===== src/rtl/rvb_bitcnt_iter.sv =====
// Iterative bit counter (CLZ/CTZ/PCNT, W variants) with single-cycle SEXT.B/SEXT.H.
// Counts CHUNK bits per cycle; CLZ/CTZ stop early at the first chunk that is not all ones.
module rvb_bitcnt_iter #(
  parameter int XLEN  = 64,
  parameter int CHUNK = 16
) (
  input  logic            clock,
  input  logic            reset,
  input  logic            din_valid,
  output logic            din_ready,
  input  logic [XLEN-1:0] din_rs1,
  input  logic            din_insn3,
  input  logic            din_insn20,
  input  logic            din_insn21,
  input  logic            din_insn22,
  output logic            dout_valid,
  input  logic            dout_ready,
  output logic [XLEN-1:0] dout_rd
);

  typedef enum logic [1:0] {S_IDLE, S_RUN, S_DONE} state_e;

  state_e            state_q, state_d;
  logic [XLEN-1:0]   work_q;
  logic [XLEN-1:0]   rd_q;
  logic [6:0]        acc_q;
  logic [2:0]        idx_q;
  logic [2:0]        last_q;
  logic              early_q;

  logic [2:0]        op;
  logic              is_cnt, is_clz, is_ctzlike, wmode;
  logic [31:0]       rev32;
  logic [XLEN-1:0]   revx, base, work_init, sext_val;
  logic [XLEN-1:0]   shifted;
  logic [CHUNK-1:0]  chunk;
  logic [6:0]        pc, acc_sum;
  logic              run_last;

  assign op         = {din_insn22, din_insn21, din_insn20};
  assign is_cnt     = (op == 3'b000) || (op == 3'b001) || (op == 3'b010);
  assign is_clz     = (op == 3'b000);
  assign is_ctzlike = (op[2:1] == 2'b00);
  assign wmode      = (XLEN == 32) || din_insn3;

  // Operand preparation: CLZ becomes CTZ of the reversed word, CTZ becomes a popcount of (v-1)&~v.
  always_comb begin
    rev32 = '0;
    revx  = '0;
    for (int i = 0; i < 32; i++)   rev32[i] = din_rs1[31-i];
    for (int i = 0; i < XLEN; i++) revx[i]  = din_rs1[XLEN-1-i];
    if (is_clz) base = wmode ? XLEN'(rev32) : revx;
    else        base = wmode ? XLEN'(din_rs1[31:0]) : din_rs1;
    work_init = is_ctzlike ? ((base - XLEN'(1)) & ~base) : base;
  end

  always_comb begin
    case (op)
      3'b100:  sext_val = {{(XLEN-8){din_rs1[7]}}, din_rs1[7:0]};
      3'b101:  sext_val = {{(XLEN-16){din_rs1[15]}}, din_rs1[15:0]};
      default: sext_val = '0;
    endcase
  end

  always_comb begin
    shifted = work_q >> (CHUNK * int'(idx_q));
    chunk   = shifted[CHUNK-1:0];
    pc      = '0;
    for (int i = 0; i < CHUNK; i++) pc = pc + {6'd0, chunk[i]};
    acc_sum  = acc_q + pc;
    run_last = (idx_q == last_q) || (early_q && !(&chunk));
  end

  always_ff @(posedge clock or posedge reset) begin
    if (reset) state_q <= S_IDLE;
    else       state_q <= state_d;
  end

  always_comb begin
    state_d = state_q;
    case (state_q)
      S_IDLE:  if (din_valid) state_d = is_cnt ? S_RUN : S_DONE;
      S_RUN:   if (run_last) state_d = S_DONE;
      S_DONE:  if (dout_ready) state_d = S_IDLE;
      default: state_d = S_IDLE;
    endcase
  end

  always_comb begin
    din_ready  = (state_q == S_IDLE) && !reset;
    dout_valid = (state_q == S_DONE);
  end

  always_ff @(posedge clock or posedge reset) begin
    if (reset) begin
      work_q  <= '0;
      rd_q    <= '0;
      acc_q   <= '0;
      idx_q   <= '0;
      last_q  <= '0;
      early_q <= 1'b0;
    end else begin
      case (state_q)
        S_IDLE: begin
          if (din_valid) begin
            if (is_cnt) begin
              work_q  <= work_init;
              acc_q   <= '0;
              idx_q   <= '0;
              last_q  <= wmode ? 3'(32/CHUNK - 1) : 3'(XLEN/CHUNK - 1);
              early_q <= is_ctzlike;
            end else begin
              rd_q <= sext_val;
            end
          end
        end
        S_RUN: begin
          acc_q <= acc_sum;
          idx_q <= idx_q + 3'd1;
          if (run_last) rd_q <= XLEN'(acc_sum);
        end
        default: ;
      endcase
    end
  end

  assign dout_rd = rd_q;

endmodule


===== config.mk =====
export PLATFORM = sky130hd
export DESIGN_NAME = rvb_bitcnt_iter
export DESIGN_NICKNAME = d
export VERILOG_FILES = /design/src/rtl/rvb_bitcnt_iter.sv
export SDC_FILE = /design/constraint.sdc
export NUM_CORES = 1
export LEC_CHECK = 0
export ABC_AREA = 1
export ABC_CLOCK_PERIOD_IN_PS = 10700
export CAP_MARGIN = 20
export CORE_UTILIZATION = 53
export CTS_CLUSTER_DIAMETER = 200
export DETAILED_ROUTE_END_ITERATION = 6
export HOLD_SLACK_MARGIN = 0.12
export PLACE_DENSITY_LB_ADDON = 0.1
export SLEW_MARGIN = 30
export SYNTH_ARGS = -nofsm -noshare
export SYNTH_HDL_FRONTEND = slang
export SYNTH_SLANG_ARGS = --single-unit
export TNS_END_PERCENT = 1

===== constraint.sdc =====
create_clock -name clock -period 10.7 [get_ports clock]
set_input_delay 1.07 -clock clock [delete_from_list [all_inputs] [get_ports clock]]
set_output_delay 1.07 -clock clock [all_outputs]
set_load 0.1 [all_outputs]

==> out/results.txt <==
DR vias = 9,521
post_cts resized = 0
vias per cell = 5.65
PnR worst setup slack = 5.36 ns
Post-synth EDFFs = 0
Die Ht = 131 µm
Setup Skew = 0.0121 ns
HPWL after detailed placement = 25,400 µm
FF+latch area = 2380 µm²
IO buf count = 137
gr ovfl total = 0
ANT nets after route = 0
site row count = 46
Core ar. = 16,000 µm²
DR pass1 iterations = 6
CTS tree = built
Starting Density = 0.547
post-route minimum period = 5.34 ns
TritonCTS Buffers = 9
Arr. time, crit path = 5.64 ns
clock power share = 0.086
Max Cap Viol = 0
startpoint types = flop
Syn Nets = 1,516
most used cell, CP = fa_1
fmax = 187 MHz
Cell Pwr Density = 399 nW/µm²
slowest CP cell = dfrtp_1
synth top area cells = dfrtp_1, nand2_1, nor2_1
HP Class = flop to flop
first-pass GRT wire length = 48,800 µm
Die W = 131 µm
mean routed wirelength per cell = 19.5 µm
Synth Area per Inst = 6.15 µm²
Final Max Slew Viols = 0
Post-route DRC = 0
Setup crit end kind = flop
RSZ-0062 raised after global routing = false
final setup violation count = 0
layout cells sized above 1 = 0.0552
GRT Total Usage = 0.394
critical path fanouts, max = 18
post-synthesis register bit count = 95
Fill cells = 1,592
CP Class = flop to flop
multi-input logic area = 5100 µm²
CTS Sinks = 95
Post-Route WL = 32,900 µm
Setup Buffers After CTS = 0
Fin. Hold Viols = 0
post-synthesis async set-or-reset flop share = 1.00
Synth Flop Type = dfrtp_1
Post-Synthesis Cells = 1,423
Final Util = 0.627
outcome = completed
CTS clock-pin slew for the worst setup and hold paths = 0.08 ns
internal power = 1.65 mW
Worst Tran Pin Value = 0.988 ns
Die Footprint = 17,000 µm²
worst hold stages = 2
Setup WS pre-CTS = 5.42 ns
Synth area leader = dfrtp_1
CTS max path bufs = 2
cell chain of the critical path = inv_2 > a21oi_1 > o21ai_0 > nand3_1 > inv_1 > fa_1 > fa_1 > inv_1 > fa_1 > fa_1 > inv_1 > fa_1 > inv_1 > fa_1 > inv_1 > nand3_1 > nand2_1 > a21oi_1 > nor2_1 > a21oi_1 > o21ai_0 > nand2_1 > nand3_1 > nand2_1
Lkg Pwr = 4.96 nW
antenna cells = 0
WP data required = 11.00 ns
R2R depth = 24
vias in the first global route = 8,523
Placer Congestion = 1.07
H-tree Lvls = 3
post-synth top area share = 0.272
Slew Limit Headroom = 0.340
top-count cell post-synth = nand2_1
switch share = 0.586
max incr delay on CP = 0.75 ns
clock latency on the worst-skew pair = 0.36 ns
warnings from Yosys = 0
initial antenna violation count = 0
Worst Hold Slack = 0.474 ns
First DRT Iteration DRCs = 901
register share of total power = 0.162
maximum vdd ir drop = 0.807 mV
Tcrit/Tclk final = 0.499
combinational power share = 0.752
Placed Instances = 1,668
Seq/Total Area, Yosys = 0.272
netlist area before placement = 8750 µm²
largest net degree at the start of global routing = 91
Synth top cells by count = nand2_1, nor2_1, inv_1
net switching power = 2.34 mW
post-synth cell types = 38
final net count = 1,556
Root Buffer = clkbuf_16
I/O pins = 138
final setup TNS = 0 ns
CTS Hold Bufs = 0
area grow syn2layout = 14.6%
Post-Layout Cell Count = 1,684
cells by family (layout without fill, tap and decap cells):
kind of cell    count (synthesis)  after routing  synth area share
simple gates                  821            821             0.390
compound gates                225            225             0.150
fa+ha+maj                      21             21            0.0403
xor+xnor                        3              3           0.00300
flops                          95             95             0.272
buf+inv                       258            303             0.146
final timing paths:
| check | from | end | slack [ns] |
|---|---|---|---|
| worst max-delay path | idx_q[1] | dout_rd[6] | 5.36 |
| worst min-delay path | dout_rd[14] | dout_rd[14] | 0.47 |
| worst max register to register | idx_q[1] | dout_rd[6] | 5.36 |
| worst min register to register | dout_rd[14] | dout_rd[14] | 0.47 |
| max in group asynchronous | reset | work_q[45] | 8.67 |
| min in group asynchronous | reset | dout_rd[6] | 1.07 |
registers in the layout (all words and copies together), names as in the netlist:
| signal | flops |
|---|---|
| state_q | 2 |
| last_q | 2 |
| work_q | 64 |
| dout_rd | 16 |
| early_q | 1 |
| acc_q | 7 |
| idx_q | 3 |
area by class of cell:
cell class | instances | share of cell area
clock buffers | 10 | 0.0228
clock inverters | 6 | 0.00749
inverters | 141 | 0.0533
repair buffers | 146 | 0.144
multi-input cells | 1070 | 0.509
flip-flops and latches | 95 | 0.237
well taps | 216 | 0.0270
power by group through the flow:
stage	Clock [mW]	Sequential, mW	Combinational [mW]
floorplan	0	0.697	2.29
global placement	0	0.645	2.91
detailed placement	0	0.647	3.01
CTS	0.343	0.641	3.01
global route	0.354	0.661	3.31
finish	0.342	0.649	3.01
critical path, delay by kind of cell (launching register included):
kind / cells / cell delay (ns)
adder cells (fa/ha/maj): 6 / 2.64
flip-flops: 1 / 0.75
AO/OA/AOI/OAI: 5 / 0.68
buffers and inverters: 6 / 0.62
AND/OR/NAND/NOR: 7 / 0.58
stage by stage:
stage	power, mW	area (µm²)
floorplan	2.99	8750
global placement	3.56	9720
detailed placement	3.66	9720
CTS	4.00	10000
global route	4.32	10000
finish	4.00	10000
cells in the final DEF, fill, tap and decap left out, drive strengths merged, types with 12 or more instances in the layout:
master	instances
nand2	490
nor2	183
inv	142
clkdlybuf4s50	136
dfrtp	95
nand3	93
a21oi	89
o21ai	75
nand4	26
a21boi	26
or2	17
a22oi	14
a2bb2oi	13
fa	12
per-layer routing:
layer / track usage / wire length, µm / share of wire / vias to the layer above
met5: 0 / 0 / 0 / -
met2: 0.599 / 14400 / 0.44 / 490
met3: 0.0932 / 3130 / 0.095 / 98
li1: - / - / - / 4555
met1: 0.505 / 13300 / 0.40 / 4378
met4: 0.247 / 2110 / 0.064 / 0
Note: power is estimated with default switching activity, not from simulation.
